--- src/rtl/mul_hilo_seq.sv ---
// rtl/mul_hilo_seq.sv - shift-add MUL/MAD sequencer owning HI/LO; optional EARLY_TERM_EN stops once the multiplier is exhausted
module mul_hilo_seq #(
  parameter int WIDTH = 32
) (
  input  logic             clk,
  input  logic             rst_n,
  input  logic             start,
  input  logic             op,
  input  logic [WIDTH-1:0] src_a,
  input  logic [WIDTH-1:0] src_b,
  input  logic [1:0]       rd_sel,
  output logic [WIDTH-1:0] rd_data,
  output logic [WIDTH-1:0] hi,
  output logic [WIDTH-1:0] lo,
  output logic             busy,
  output logic             stall,
  output logic             done
);

  localparam int CW = $clog2(WIDTH) + 1;
  localparam logic [CW-1:0] CNT_LAST = CW'(WIDTH - 1);
  localparam logic [CW-1:0] CNT_ONE  = CW'(1);

  typedef enum logic [1:0] {
    IDLE = 2'd0,
    RUN  = 2'd1,
    DONE = 2'd2
  } state_t;

  state_t               state;
  logic [2*WIDTH-1:0]   mcand;
  logic [WIDTH-1:0]     mplier;
  logic [2*WIDTH-1:0]   acc;
  logic [CW-1:0]        cnt;
  logic                 op_q;

  logic [2*WIDTH-1:0]   acc_step;
  logic [2*WIDTH-1:0]   hilo_mad;
  logic                 last_run;
  logic                 rd_hit;

  // One shift-add step: fold in the shifted multiplicand when the current multiplier bit is set
  always_comb begin
    acc_step = acc;
    if (mplier[0]) begin
      acc_step = acc + mcand;
    end
  end

  // MAD accumulates into the committed pair; the carry out of the top bit is dropped
  assign hilo_mad = {hi, lo} + acc;
  assign last_run = (cnt == CNT_LAST);

  // Sequencer: latch operands on start, step WIDTH times (or fewer with early exit), commit HI/LO in DONE
  always_ff @(posedge clk or negedge rst_n) begin
    if (!rst_n) begin
      state  <= IDLE;
      hi     <= '0;
      lo     <= '0;
      acc    <= '0;
      mcand  <= '0;
      mplier <= '0;
      cnt    <= '0;
      op_q   <= 1'b0;
      busy   <= 1'b0;
      done   <= 1'b0;
    end else begin
      case (state)
        IDLE: begin
          if (start) begin
            mcand  <= {{WIDTH{1'b0}}, src_a};
            mplier <= src_b;
            op_q   <= op;
            acc    <= '0;
            cnt    <= '0;
            busy   <= 1'b1;
            state  <= RUN;
          end
        end
        RUN: begin
`ifdef EARLY_TERM_EN
          if (mplier == '0) begin
            // No set bits remain, so every further step would add nothing
            done  <= 1'b1;
            state <= DONE;
          end else begin
            acc    <= acc_step;
            mcand  <= mcand << 1;
            mplier <= mplier >> 1;
            cnt    <= cnt + CNT_ONE;
            if (last_run) begin
              done  <= 1'b1;
              state <= DONE;
            end
          end
`else
          acc    <= acc_step;
          mcand  <= mcand << 1;
          mplier <= mplier >> 1;
          cnt    <= cnt + CNT_ONE;
          if (last_run) begin
            done  <= 1'b1;
            state <= DONE;
          end
`endif
        end
        DONE: begin
          if (op_q) begin
            {hi, lo} <= hilo_mad;
          end else begin
            {hi, lo} <= acc;
          end
          busy  <= 1'b0;
          done  <= 1'b0;
          state <= IDLE;
        end
        default: begin
          busy  <= 1'b0;
          done  <= 1'b0;
          state <= IDLE;
        end
      endcase
    end
  end

  // MFHI/MFLO read port always reflects the committed pair, never the in-flight accumulator
  always_comb begin
    rd_data = '0;
    case (rd_sel)
      2'b01:   rd_data = hi;
      2'b10:   rd_data = lo;
      default: rd_data = '0;
    endcase
  end

  // Hold the pipeline while busy if it wants the unit again or wants to read HI/LO
  always_comb begin
    rd_hit = (rd_sel == 2'b01) || (rd_sel == 2'b10);
    stall  = busy && (start || rd_hit);
  end

endmodule

--- config.mk ---
export PLATFORM = sky130hd
export DESIGN_NAME = mul_hilo_seq
export DESIGN_NICKNAME = d
export VERILOG_FILES = /design/src/rtl/mul_hilo_seq.sv
export SDC_FILE = /design/constraint.sdc
export NUM_CORES = 1
export LEC_CHECK = 0
export CAP_MARGIN = 10
export CORE_MARGIN = 2
export CORE_UTILIZATION = 51
export DETAILED_ROUTE_END_ITERATION = 6
export MAX_ROUTING_LAYER = met4
export PLACE_DENSITY = 0.75
export SLEW_MARGIN = 5
export SYNTH_ARGS = -nofsm -noshare
export SYNTH_HDL_FRONTEND = slang
export SYNTH_SLANG_ARGS = --single-unit
--- constraint.sdc ---
create_clock -name clk -period 3.3 [get_ports clk]
set_input_delay 0.495 -clock clk [delete_from_list [all_inputs] [get_ports clk]]
set_output_delay 0.495 -clock clk [all_outputs]
set_load 0.01 [all_outputs]
# After elaboration in Yosys (flattened, before gate mapping)
# Index checks and enable logic that the tools add are counted.
[totals]
inputBits = 70
out_inout_bits = 99
ff_bits = 235
elab_cells = 53
[classes]
addsub = 3
eq_ne = 8
bitwise = 2
muxes = 19
reduce_logical = 11
[op_table]
columns = ["operator", "count"]
rows = [
  ["one-hot mux 64 bit (2 select lines)", 2],
  ["2-to-1 mux 64 bit", 3],
  ["adder 64 bit", 2],
  ["one-hot mux 32 bit (2 select lines)", 2],
  ["2-to-1 mux 32 bit", 3],
  ["one-hot mux 6 bit (2 select lines)", 1],
  ["AND reduction 2 bit", 5],
  ["adder 6 x 1 -> 6 bit, second input constant", 1],
  ["== test 6 x 5 -> 1 bit, second input constant", 1],
  ["2-to-1 mux 6 bit", 1],
  ["!= test 2 bit, second input constant", 3],
  ["== test 2 x 1 -> 1 bit, second input constant", 2],
  ["== test 2 bit, second input constant", 2],
  ["2-to-1 mux 2 bit", 2],
  ["one-hot mux 1 bit (2 select lines)", 2],
  ["one-hot mux 2 bit (2 select lines)", 1],
  ["AND reduction 3 bit", 1],
  ["zero test 2 bit", 1],
  ["logical OR 1 bit", 2],
  ["2-to-1 mux 1 bit", 2],
  ["inverter 1 bit", 2],
  ["nonzero test 2 bit", 1],
  ["logical AND 1 bit", 1],
]

# Depth between registers and ports, before layout
[logic_depth]
ltp_word = 4
ltp_mapped = 13
mapped_depth_nobuf = 13

# Least setup slack after synthesis
# Ideal clock, no wire load.
[synth_timing]
path_kind = "register to register"
startpoint = "register lo[0]"
endpoint = "register hi[26]"
setup_time_ps = 128
slack_ps = 95
arrival_ps = 3078
required_ps = 3172
n_path_buf = 0
period_less_slack_ps = 3205
path_stages_with_launch = 13
path_cell_list = "dfrtp_1 -> ha_1 -> fa_1 -> a211oi_1 -> o21ai_1 -> a21o_1 -> a21oi_1 -> o211ai_1 -> a21bo_2 -> o31ai_1 -> o221ai_1 -> xnor2_1 -> o22ai_1"
[synth_between]
elab_chain_cells = 2
[synth_lines]
columns = ["element", "line", "rtl"]
rows = [
  ["start: declaration", "14", "output logic [WIDTH-1:0] lo,"],
  ["start signal: assignment", "109", "{hi, lo} <= hilo_mad;"],
  ["adder 64 bit", "51", "assign hilo_mad = {hi, lo} + acc;"],
  ["2-to-1 mux 32 bit", "108", "if (op_q) begin"],
  ["end signal: assignment", "109", ""],
  ["end: declaration", "13", "output logic [WIDTH-1:0] hi,"],
]
# Every way passes these cells.
# A chain may end at the register's enable or synchronous reset.

# Worst setup path after layout
[layout_timing]
startpoint = "register mcand[4]"
endpoint = "register acc[51]"
[layout_between]
elab_chain_cells = 3
[layout_lines]
columns = ["element", "line", "rtl"]
rows = [
  ["start: declaration", "31", "logic [2*WIDTH-1:0] mcand;"],
  ["start signal: assignment", "71", "mcand <= {{WIDTH{1'b0}}, src_a};"],
  ["start signal: assignment", "98", "mcand <= mcand << 1;"],
  ["adder 64 bit", "46", "acc_step = acc + mcand;"],
  ["2-to-1 mux 64 bit", "45", "if (mplier[0]) begin"],
  ["one-hot mux 64 bit (2 select lines)", "68", "case (state)"],
  ["end signal: assignment", "97", "acc <= acc_step;"],
  ["end: declaration", "33", "logic [2*WIDTH-1:0] acc;"],
]
# Every way passes these cells. The select of a mux whose other input is x is not followed.

==> flow_summary_export.csv <==
group,metric,value,unit
global_route,grt_max_degree,70,
timing,maxSlewViolCount,0,
finish,areaGrowthSynthToFinish,27.8,%
clock_tree,worstSkewPairLatency,0.58,ns
yosys,ys_types,73,
finish,drive_gt1_frac,0.139,
finish,antenna_cells,0,
power,p_clk_frac,0.147,
setup_path,start_kind,"flip-flop",
setup_path,path_class,"reg -> reg",
detailed_routing,vias,17800,
clock_tree,cts.sinks,235,
run,maxCapViolCount,0,
detailed_routing,routedWlPerCell,20.4,um
yosys,synth-seq-area-share,0.339,
global_route,overflow,0,
clock_tree,clkTransAtPathRegs,0.06,ns
placed_design,io_buffers,168,
timing,period_needed,3.27,ns
finish,fillers,2815,
placed_design,placed_area,20600,um^2
yosys,syn_area,17300,um^2
yosys,syn_inst,2162,
setup_path,cp-end-kind,"flip-flop",
yosys,avgSynthCellArea,8.02,um^2
timing,period_share,0.991,
setup_path,arrival,3.72,ns
timing,finalHoldViolations,0,
run_status,status,"complete, no violations",
power,power_switching,10300,uW
global_route,grt_antenna_before_repair,0,
yosys,ys_top_cells_by_area,"dfrtp_1 (34%), ha_1 (9.3%), nand2_1 (6.2%)",
setup_path,cp.required,3.75,ns
global_route,grt_pass1_wl,92900,um
yosys,synth-async-reset-ratio,1.00,
clock_tree,numCtsBuffers,28,
yosys,synth_top_area_share,0.339,
detailed_routing,dr.pass1.iters,7,
detailed_routing,routed.top_layer,"met4",
placed_design,place_congestion,1.05,
floorplanning,ios,169,
floorplanning,core_area,33500,um^2
clock_tree,root_buffer,"clkbuf_16",
yosys,ys_ff_latch,235,
power,p_comb_frac,0.636,
setup_path,rrSetupSlack,0.03,ns
detailed_routing,routed_via_density,6.11,
detailed_routing,ant_nets,0,
timing,fmax,0.306,GHz
timing,setup_viol,0,
yosys,yosysWarnings,0,
power,powerDensity,996,nW/um^2
timing,tightest_slew,1.00,ns
setup_path,reg2reg_from,"mcand[4]",
floorplanning,die_area,35500,um^2
clock_tree,htreeDepth,1,
power,internal_power,11800,uW
setup_path,rr_endpoint,"acc[51]",
finish,final_area,22200,um^2
yosys,netlist_top_cells_count,"nand2_1 (288), nor2_1 (252), dfrtp_1 (235), o21ai_0 (192), a21oi_1 (183)",
floorplanning,die_w,188,um
detailed_routing,initialDrtViolationCount,1637,
power,p_seq_frac,0.217,
setup_path,slowest_stage,"dfrtp_1",
yosys,synth_edf_count,0,
detailed_routing,remaining_drc_errors,0,
floorplanning,initial_utilization,0.517,
detailed_routing,dr_wl_met2,25800,um
setup_path,r2r_cells,12,
worst_hold_path,hold_path_class,"in -> async",
setup_path,crit_chain,"ha_4, a21o_1, a31oi_4, a2111oi_4, a221o_1, a41oi_2, o221ai_4, buf_6, a31oi_2, a21oi_2, or3_1, a32o_1",
power,power.leakage,0.0102,uW
global_route,grt_usage,0.336,
timing,max-slew-margin-rel,0.332,
power,irDropWorstVdd,0.655,mV
clock_tree,cts_buffer_depth,3,
floorplanning,dieHeight,188,um
placed_design,hpwl,45100,um
yosys,yosys.area.top_type,"dfrtp_1",
yosys,synth_nets,2363,
setup_path,critPathMaxStageDelay,0.41,ns
setup_path,cp_max_fo,4,
global_route,grt_pass1_vias,16800,
power,swShare,0.464,
timing,fin_worst_skew,0.0279,ns
finish,nets,2638,
detailed_routing,wirelength,59400,um
detailed_routing,dr_wl_met3,4850,um
yosys,yosysMostFrequentCell,"nand2_1",
floorplanning,row_count,67,
timing,rsz0062_at_grt,"true",
yosys,synth_top_flop_cell,"dfrtp_1",
detailed_routing,m1WireLength,27200,um
clock_tree,cts_tree,"done",
power,power,22100,uW
timing,final.setup.tns,0,ns
==> how the worst max path moves through the flow <==
stage | slack, ns | endpoint | depth (start not counted) | start
floorplan | 0.09 | hi[26] | 12 | lo[0]
global placement | -0.03 | acc[57] | 11 | mcand[4]
detailed placement | -0.09 | hi[25] | 12 | acc[46]
CTS | 0.008 | acc[57] | 11 | acc[4]
global route | -0.08 | acc[63] | 10 | mcand[3]
finish | 0.03 | acc[51] | 12 | mcand[4]
==> final cells by class <==
class	instances	area, um^2	area share
multi-input cells	1754	11300	0.510
flip-flops and latches	235	5890	0.266
repair buffers	374	3280	0.148
clock buffers	41	860	0.0388
well taps	448	561	0.0253
inverters	44	165	0.00745
clock inverters	11	116	0.00525
==> sequential cells by signal (all words and copies together) (netlist names) <==
name / flops
op_q: 1
lo: 32
done: 1
busy: 1
acc: 64
mplier: 32
state: 2
hi: 32
mcand: 64
cnt: 6
==> cells in the final DEF (no fill, tap or decap), types with 7 or more instances in the layout <==
cell,count
nand2_1,285
nor2_1,248
dfrtp_1,229
buf_4,201
o21ai_0,179
a21oi_1,176
clkdlybuf4s50_1,167
ha_1,112
a21o_1,73
nand3_1,70
o22ai_1,68
xnor2_1,67
inv_1,44
xor2_1,42
mux2i_1,41
nand4_1,37
a22oi_1,34
clkbuf_16,28
nor3_1,22
and3_1,21
a31oi_1,18
o21bai_1,17
ha_4,14
o21ai_1,13
or3_1,13
o211ai_1,12
nor2b_1,12
o21a_1,12
and2_1,12
clkbuf_8,11
a21boi_0,9
nand2b_1,9
o31ai_1,9
a211oi_1,8
a22o_1,8
a21oi_2,7
==> what timing repair did <==
action,in CTS,in global routing
endpoints found under the hold margin,65,0
resized for setup,8,79
pin swaps,3,35
endpoints found under the setup margin,9,43
hold buffers,1,0
buffers inserted,0,10
==> power groups by stage <==
| stage | registers, uW | logic (uW) | clock network, uW |
|---|---|---|---|
| 3_5_place_dp | 4760 | 13000 | 0 |
| 6_report | 4800 | 14100 | 3240 |
| 2_1_floorplan | 4400 | 8740 | 0 |
| 5_1_grt | 4890 | 15400 | 3380 |
| 4_1_cts | 4720 | 13200 | 3270 |
| 3_3_place_gp | 4710 | 12800 | 0 |
==> layer usage <==
layer | vias up | GRT usage
li1 | 8368 | -
met5 | - | -
met2 | 756 | 0.497
met3 | 99 | 0.0490
met4 | 0 | 0.0947
met1 | 8552 | 0.480
==> logic make-up (layout without fill, tap and decap cells) <==
kind of cell / after synthesis / after routing / share of synthesized area
and+or+nand+nor: 755 / 755 / 0.189
AOI/OAI and AO/OA: 718 / 718 / 0.260
DFF: 235 / 235 / 0.339
buffers and inverters: 173 / 470 / 0.0379
adders and majority gates: 131 / 131 / 0.0954
xor gates and xnor gates: 109 / 109 / 0.0550
muxes: 41 / 41 / 0.0237
==> worst max-delay path: cells and delay by family (launching register included) <==
| kind | cells | cell delay (ns) |
|---|---|---|
| adders and majority gates | 1 | 0.27 |
| buffers and inverters | 1 | 0.17 |
| and+or+nand+nor | 1 | 0.31 |
| DFF | 1 | 0.41 |
| AOI/OAI and AO/OA | 9 | 1.97 |
==> per-stage QoR <==
step           hold WS, ns   util  setup WS, ns  instances
3_5_place_dp         0.484  0.616       -0.0882       2844
3_3_place_gp         0.471  0.616       -0.0302       2844
6_report             0.454  0.661        0.0313       2907
4_1_cts              0.454  0.647       0.00820       2897
2_1_floorplan        0.199      -        0.0945       2162
5_1_grt              0.489  0.661       -0.0827       2907
No activity file was read; power rests on OpenSTA's default activity.
